## src/rtl/control_sequencer_pkg.sv

```systemverilog
// Shared definitions for the control sequencer, instruction memory and ALU:
// opcode encodings, ALU operation codes and the sequencer state enum.
package control_sequencer_pkg;

    localparam logic [31:0] DEFAULT_RESET_PC = 32'h0000_0000;
    localparam logic [31:0] DEFAULT_PC_STEP  = 32'd4;

    localparam logic [2:0] OP_LW      = 3'b000;
    localparam logic [2:0] OP_SW      = 3'b001;
    localparam logic [2:0] OP_ADD     = 3'b010;
    localparam logic [2:0] OP_SUB     = 3'b011;
    localparam logic [2:0] OP_AND     = 3'b100;
    localparam logic [2:0] OP_OR      = 3'b101;
    localparam logic [2:0] OP_BEQ     = 3'b110;
    localparam logic [2:0] OP_ILLEGAL = 3'b111;

    localparam logic [2:0] ALU_ADD = 3'b010;
    localparam logic [2:0] ALU_SUB = 3'b011;
    localparam logic [2:0] ALU_AND = 3'b100;
    localparam logic [2:0] ALU_OR  = 3'b101;

    typedef enum logic [3:0] {
        StFetch,
        StDecode,
        StMemAddr,
        StMemRead,
        StMemWb,
        StMemWrite,
        StExec,
        StAluWb,
        StBranch,
        StHalt
    } state_t;

endpackage

```

## src/rtl/control_pc_reg.sv

```systemverilog
// Program counter register: steps sequentially or adds a branch offset.
module control_pc_reg
    import control_sequencer_pkg::*;
#(
    parameter logic [31:0] RESET_PC = DEFAULT_RESET_PC,
    parameter logic [31:0] PC_STEP  = DEFAULT_PC_STEP
) (
    input  logic        i_clk,
    input  logic        i_rst_n,
    input  logic        i_load_step,
    input  logic        i_load_branch,
    input  logic [31:0] i_imm,
    output logic [31:0] o_pc
);

    logic [31:0] r_pc;

    // Branch load takes priority; both paths wrap modulo 2^32.
    always_ff @(posedge i_clk or negedge i_rst_n) begin
        if (!i_rst_n) begin
            r_pc <= RESET_PC;
        end else if (i_load_branch) begin
            r_pc <= r_pc + i_imm;
        end else if (i_load_step) begin
            r_pc <= r_pc + PC_STEP;
        end
    end

    assign o_pc = r_pc;

endmodule

```

## src/rtl/control_sequencer.sv

```systemverilog
// Multi-cycle control FSM: steps each instruction through fetch/decode/execute/
// memory/write-back, drives datapath strobes, counts retired instructions.
module control_sequencer
    import control_sequencer_pkg::*;
#(
    parameter logic [31:0] RESET_PC = DEFAULT_RESET_PC,
    parameter logic [31:0] PC_STEP  = DEFAULT_PC_STEP
) (
    input  logic        i_clk,
    input  logic        i_rst_n,
    input  logic [2:0]  i_opcode,
    input  logic [31:0] i_imm,
    input  logic        i_alu_zero,
    input  logic        i_mem_ready,
    output logic [31:0] o_pc,
    output logic        o_reg_write,
    output logic        o_mem_to_reg,
    output logic        o_alu_src_imm,
    output logic [2:0]  o_alu_op,
    output logic        o_mem_req,
    output logic        o_mem_we,
    output logic [31:0] o_retired,
    output logic        o_halted
);

    state_t      r_state;
    state_t      w_state_next;
    logic [2:0]  r_opcode;
    logic [31:0] r_retired;
    logic        w_retire;
    logic        w_load_branch;
    logic        w_load_step;

    always_ff @(posedge i_clk or negedge i_rst_n) begin
        if (!i_rst_n) begin
            r_state   <= StFetch;
            r_opcode  <= OP_LW;
            r_retired <= '0;
        end else begin
            r_state <= w_state_next;
            if (r_state == StDecode) begin
                r_opcode <= i_opcode;
            end
            if (w_retire) begin
                r_retired <= r_retired + 32'd1;
            end
        end
    end

    always_comb begin
        w_state_next = r_state;
        unique case (r_state)
            StFetch:    w_state_next = StDecode;
            StDecode: begin
                unique case (i_opcode)
                    OP_LW, OP_SW:                  w_state_next = StMemAddr;
                    OP_ADD, OP_SUB, OP_AND, OP_OR: w_state_next = StExec;
                    OP_BEQ:                        w_state_next = StBranch;
                    default:                       w_state_next = StHalt;
                endcase
            end
            StMemAddr:  w_state_next = (r_opcode == OP_LW) ? StMemRead : StMemWrite;
            StMemRead:  w_state_next = i_mem_ready ? StMemWb : StMemRead;
            StMemWb:    w_state_next = StFetch;
            StMemWrite: w_state_next = i_mem_ready ? StFetch : StMemWrite;
            StExec:     w_state_next = StAluWb;
            StAluWb:    w_state_next = StFetch;
            StBranch:   w_state_next = StFetch;
            StHalt:     w_state_next = StHalt;
            default:    w_state_next = StFetch;
        endcase
    end

    // Retire handling only; the datapath strobes below never see mem_ready.
    always_comb begin
        w_retire = 1'b0;
        unique case (r_state)
            StMemWb, StAluWb, StBranch: w_retire = 1'b1;
            StMemWrite:                 w_retire = i_mem_ready;
            default:                    w_retire = 1'b0;
        endcase
        w_load_branch = (r_state == StBranch) && i_alu_zero;
        w_load_step   = w_retire && !w_load_branch;
    end

    always_comb begin
        o_reg_write   = 1'b0;
        o_mem_to_reg  = 1'b0;
        o_alu_src_imm = 1'b0;
        o_alu_op      = ALU_ADD;
        o_mem_req     = 1'b0;
        o_mem_we      = 1'b0;
        o_halted      = 1'b0;
        unique case (r_state)
            StMemAddr: begin
                o_alu_src_imm = 1'b1;
                o_alu_op      = ALU_ADD;
            end
            StMemRead: o_mem_req = 1'b1;
            StMemWb: begin
                o_reg_write  = 1'b1;
                o_mem_to_reg = 1'b1;
            end
            StMemWrite: begin
                o_mem_req = 1'b1;
                o_mem_we  = 1'b1;
            end
            StExec: o_alu_op = r_opcode;
            StAluWb: begin
                o_reg_write = 1'b1;
                o_alu_op    = r_opcode;
            end
            StBranch: o_alu_op = ALU_SUB;
            StHalt:   o_halted = 1'b1;
            default: ;
        endcase
    end

    control_pc_reg #(
        .RESET_PC (RESET_PC),
        .PC_STEP  (PC_STEP)
    ) u_pc_reg (
        .i_clk         (i_clk),
        .i_rst_n       (i_rst_n),
        .i_load_step   (w_load_step),
        .i_load_branch (w_load_branch),
        .i_imm         (i_imm),
        .o_pc          (o_pc)
    );

    assign o_retired = r_retired;

endmodule
```

## config.mk

```make
export PLATFORM = sky130hd
export DESIGN_NAME = control_sequencer
export DESIGN_NICKNAME = d
export VERILOG_FILES = /design/src/rtl/control_sequencer_pkg.sv /design/src/rtl/control_pc_reg.sv /design/src/rtl/control_sequencer.sv
export SDC_FILE = /design/constraint.sdc
export NUM_CORES = 1
export LEC_CHECK = 0
export CORE_UTILIZATION = 53
export DETAILED_ROUTE_END_ITERATION = 7
export HOLD_SLACK_MARGIN = 0.15
export PLACE_DENSITY = 0.83
export SYNTH_ARGS = -nofsm -noshare
export SYNTH_HDL_FRONTEND = slang
export SYNTH_SLANG_ARGS = --single-unit
```

## constraint.sdc

```tcl
create_clock -name i_clk -period 4.86 [get_ports i_clk]
set_input_delay 0.729 -clock i_clk [delete_from_list [all_inputs] [get_ports i_clk]]
set_output_delay 0.729 -clock i_clk [all_outputs]
set_load 0.01 [all_outputs]
```

# Word level (Yosys, flattened, before mapping)
# Index checks and enable logic that the tools add are counted.
[totals]
output_inout_bits = 73
in_bits = 39
reg_bits = 71
elab_cells = 50
[op_classes]
n_reduce_logical = 13
n_eq_ne = 15
addsub = 3
mux = 15
[op_table]
columns = ["op", "n"]
rows = [
  ["$mux 32", 2],
  ["$add 32x1->32 const B", 1],
  ["$add 32x3->32 const B", 1],
  ["$add 32x32->32", 1],
  ["$pmux 4 s7", 1],
  ["$eq 4x3->1 const B", 4],
  ["$pmux 4 s3", 1],
  ["$eq 3x3->1 const B", 3],
  ["$mux 3", 3],
  ["$eq 4x2->1 const B", 2],
  ["$eq 4x4->1 const B", 2],
  ["$reduce_or 2->1", 4],
  ["$eq 3x2->1 const B", 2],
  ["$logic_not 3->1", 2],
  ["$mux 1", 6],
  ["$pmux 3 s2", 1],
  ["$eq 4x1->1 const B", 1],
  ["$logic_not 4->1", 1],
  ["$reduce_or 4->1", 1],
  ["$eq 3x1->1 const B", 1],
  ["$reduce_or 3->1", 1],
  ["$logic_and 1x1->1", 2],
  ["$pmux 1 s2", 1],
  ["$reduce_bool 2->1", 1],
  ["$logic_not 1->1", 1],
]

# Longest topological paths before layout
[logic_depth]
ltp_word = 6
mapped_depth = 12
ltp_nobuf = 12

# Cells and area by module
# Synthesis repeated with hierarchy kept, for this count alone.
[hier_totals]
hier_cells = 640
hier_area_um2 = 5569.1
[modules_own_cells]
columns = ["module", "n_inst", "area_per_inst_um2", "seq_area_each_um2", "cells_each"]
rows = [
  ["control_pc_reg", 1, 3518.4, 800.8, 443],
  ["control_sequencer", 1, 2050.7, 975.9, 197],
]

# Least setup slack after synthesis
# No wires, ideal clock.
[synth_path]
path_kind = "input -> register"
from = "input port i_imm[0]"
to = "register u_pc_reg.r_pc[24], in the netlist u_pc_reg.o_pc[24]"
slack_ns = 1.909
n_path_buf = 0
t_arrival_ns = 2.820
required_time_ns = 4.729
setup_ns = 0.131
cell_stages = 12
path_cell_list = "ha_1 > inv_1 > fa_1 > nor2b_1 > o31a_1 > a211oi_2 > a31o_2 > a31oi_2 > a31o_2 > a21oi_1 > mux2i_1 > o21ai_1"
[synth_via]
elab_chain_cells = 2
[synth_lines]
columns = ["item", "line_no", "text"]
rows = [
  ["from (decl)", "control_sequencer.sv:12", "input logic [31:0] i_imm,"],
  ["$add 32x32->32", "control_pc_reg.sv:23", "r_pc <= r_pc + i_imm;"],
  ["$mux 32", "control_pc_reg.sv:22", "end else if (i_load_branch) begin"],
  ["to (signal assigned)", "control_pc_reg.sv:23", ""],
  ["to (signal assigned)", "control_pc_reg.sv:25", "r_pc <= r_pc + PC_STEP;"],
  ["to (decl)", "control_pc_reg.sv:16", "logic [31:0] r_pc;"],
]
# No other way between the ends.
# A chain may end at the register's enable or synchronous reset.

# Worst setup path in the final report
[layout_path]
from = "input port i_imm[0]"
to = "register u_pc_reg.r_pc[28], in the netlist u_pc_reg.o_pc[28]"
# The elaborated chain is that of the path after synthesis.

==> impl_metrics.py <==
metrics = {
    "logic_synthesis": {
        "synth_nets": 691,
        "yosysWarningCount": 0,
        "synth_cell_type_count": 64,
        "synth_area_sq_um": 5200,
        "syn_inst": 615,
        "async_flop_share_pct": 100,
        "synth_edf_count": 0,
        "ys.flop_type": "dfrtp_1",
        "postSynthAreaPerCell_sq_um": 8.46,
        "yosysSeqAreaShare_pct": 34.2,
        "ys_seq_elements": 71,
    },
    "timing": {
        "worst_slack_ns": 1.54,
        "finalCritPeriodShare_pct": 68.2,
        "fin_tns_setup_ns": 0,
        "hold_viol": 0,
        "max_freq_mhz": 302,
        "fin_skew_ns": 0.0123,
        "grt_setup_unrepaired": "no",
        "relSlewSlack_pct": 38.9,
        "maxSlewViolCount": 0,
        "tightest_slew_ns": 0.914,
        "finalCriticalPeriod_ns": 3.32,
        "setup_viol": 0,
    },
    "clock_tree": {
        "clk_path_buf_depth": 2,
        "cts-root-buf": "clkbuf_8",
        "clk_latency_ns": 0.36,
        "cts-hold-fix-buffers": 0,
        "post_cts_buffers": 0,
        "cts.sinks": 71,
        "cts_resized": 0,
        "cts_buffers": 9,
        "cts.clk_slew.worst_paths_ns": 0.09,
        "htreeDepth": 3,
        "cts_tree": "built",
    },
    "final_layout": {
        "n_antenna_cell": 0,
        "fillers": 769,
        "drive_gt1_share_pct": 5.66,
        "area.growth.synth_to_final_pct": 26.6,
        "nets": 795,
    },
    "place": {
        "post-place-ws_ns": 1.20,
        "portBuffers": 111,
        "dp_hpwl_mm": 10.4,
        "place_congestion": 0.890,
    },
    "routing": {
        "drc": 0,
        "wl_mm": 14.1,
        "viasPerCell": 6.07,
        "routed-via-count": 5178,
        "wl_per_cell_microns": 16.5,
        "drtIter0Drc": 394,
        "antenna_left": 0,
        "first_pass_iters": 6,
    },
    "global_routing": {
        "first_global_vias": 5035,
        "antenna_found_initial": 0,
        "grt_max_degree": 46,
        "gr-usage-all-layers_pct": 28.7,
        "grt_first_pass_wirelength_mm": 23.1,
        "grt_overflow": 0,
    },
    "die": {
        "rows": 35,
        "dieWidth_microns": 101,
        "die-area_sq_um": 10200,
        "start_util_pct": 55.5,
        "ios": 112,
        "core_area_sq_um": 9370,
        "die_h_microns": 101,
    },
    "run_status": {
        "status": "complete, no violations",
    },
    "setup_path": {
        "cp.arrival_ns": 3.53,
        "critPathLaunchType": "primary input",
        "path_cells": "clkdlybuf4s50_1 -> ha_1 -> inv_1 -> fa_1 -> nor2b_1 -> o31a_1 -> a211oi_2 -> a31o_2 -> a31oi_2 -> a31oi_1 -> a21oi_1 -> xnor2_1 -> o22ai_1",
        "path_buf_inv": 2,
        "worstSetupEndpointType": "flip-flop",
        "slowest_stage": "clkdlybuf4s50_1",
        "max_stage_delay_ns": 0.46,
        "cp.required_ns": 5.07,
        "critical_path.max_fanout": 6,
        "crit_type": "in2reg",
        "critPathTopFamily": "compound AO/OA/AOI/OAI gates",
    },
    "power": {
        "leakage_nw": 2.76,
        "peakVddDrop_v": 0.000254,
        "powerDensity_nw_per_um2": 472,
    },
    "run": {
        "max-cap-violations": 0,
    },
    "hold_path": {
        "hold_class": "in2async",
    },
}
metrics by stage:
step | hold WS, ns | cells | total power [mW] | utilization [%] | area, sq um
3_3_place_gp | 0.466 | 837 | 2.57 | 68.3 | 6400
4_1_cts | 0.437 | 853 | 3.09 | 70.3 | 6590
5_1_grt | 0.447 | 853 | 3.35 | 70.3 | 6590
3_5_place_dp | 0.491 | 837 | 2.62 | 68.3 | 6400
2_1_floorplan | 0.433 | 615 | 2.03 | - | 5200
6_report | 0.409 | 853 | 3.11 | 70.3 | 6590
placed cells by master (no fill, tap or decap), types with 3 or more instances in the layout:
cell	netlist	routed
a211oi_1	4	4
a21o_1	8	8
a21oi_1	67	67
a31o_2	5	5
a31oi_1	11	11
and2_1	5	5
and3_1	12	12
and4_1	5	5
buf_4	4	5
clkbuf_8	0	9
clkdlybuf4s50_1	0	110
dfrtp_1	71	71
ha_1	36	36
inv_1	15	15
inv_6	0	4
mux2_2	3	3
mux2i_1	4	4
nand2_1	63	63
nand2b_1	7	7
nand3_1	34	34
nand4_1	14	14
nor2_1	40	40
nor2b_1	6	6
nor3_1	18	18
nor3b_1	6	6
o2111ai_1	3	3
o21a_1	3	3
o21ai_0	45	45
o22ai_1	11	11
or3_1	4	4
xnor2_1	38	38
xor2_1	13	13
final cells by class:
type                            count  area (sq um)  area share [%]
Clock buffer                        9           124            1.88
Sequential cell                    71          1780            27.0
Inverter                           15          56.3           0.855
Tap cell                          129           161            2.45
Multi-Input combinational cell    506          3270            49.6
Timing Repair Buffer              116          1140            17.4
Clock inverter                      7          61.3           0.930
report_power, final:
group	internal, mW	switching, mW
registers	0.732	0.233
clock network	0.196	0.267
logic	0.787	0.892
total	1.71	1.39
cells by family after synthesis:
kind of cell,after synthesis,synth area share (%)
flip-flops,71,34.2
AND/OR/NAND/NOR,227,22.2
multiplexers,7,1.42
adder cells (fa/ha/maj),37,9.04
buffers and inverters,38,3.08
AO/OA/AOI/OAI,184,21.5
XOR/XNOR,51,8.59
per-layer routing:
metal	part of all wire (%)	wire [microns]	vias to the layer above	track usage, %
met5	0	0	-	0
met4	2.4	337	0	13.5
met3	6.1	851	34	5.83
met2	49	6870	204	47.8
met1	43	6000	2451	35.7
li1	-	-	2489	-
worst paths after layout:
path	from	to	slack (ns)	depth (start not counted)
hold / removal	i_rst_n	r_state[2]$_DFF_PN0_	0.41	1
max in group asynchronous	i_rst_n	o_retired[4]$_DFFE_PN0P_	3.43	2
setup reg to reg	r_state[2]$_DFF_PN0_	o_retired[31]$_DFFE_PN0P_	1.82	10
min in group i_clk	o_retired[18]$_DFFE_PN0P_	o_retired[18]$_DFFE_PN0P_	0.50	1
hold reg to reg	o_retired[18]$_DFFE_PN0P_	o_retired[18]$_DFFE_PN0P_	0.50	1
setup / recovery	i_imm[0]	u_pc_reg.o_pc[28]$_DFFE_PN0P_	1.54	13
cells in the mapped netlist (7+ instances only):
master     n  area (sq um)
nand4_1   14          87.6
clkbuf_1  17          63.8
nand3_1   34           170
xnor2_1   38           333
nand2b_1   7          43.8
and3_1    12          75.1
a21o_1     8          60.1
xor2_1    13           114
ha_1      36           450
a31oi_1   11          68.8
o22ai_1   11          68.8
a21oi_1   67           335
inv_1     15          56.3
nor2_1    40           150
nor3_1    18          90.1
nand2_1   63           236
o21ai_0   45           225
dfrtp_1   71          1780
state kept, by name (all words and copies together), names as in the netlist:
name           cells
r_state            4
o_retired         32
u_pc_reg.o_pc     32
r_opcode           3
worst register-to-register path, cell delays in order, from the launching register on:
cell and delay [ns]:
dfrtp_1 0.56, nand2b_1 0.27, o21ai_1 0.18, nor3b_4 0.23, buf_4 0.39, and4_4 0.32
nand2_2 0.09, nor3_4 0.32, and2_2 0.27, nand3_1 0.12, xnor2_1 0.21
Power figures use the tool's default switching activity.
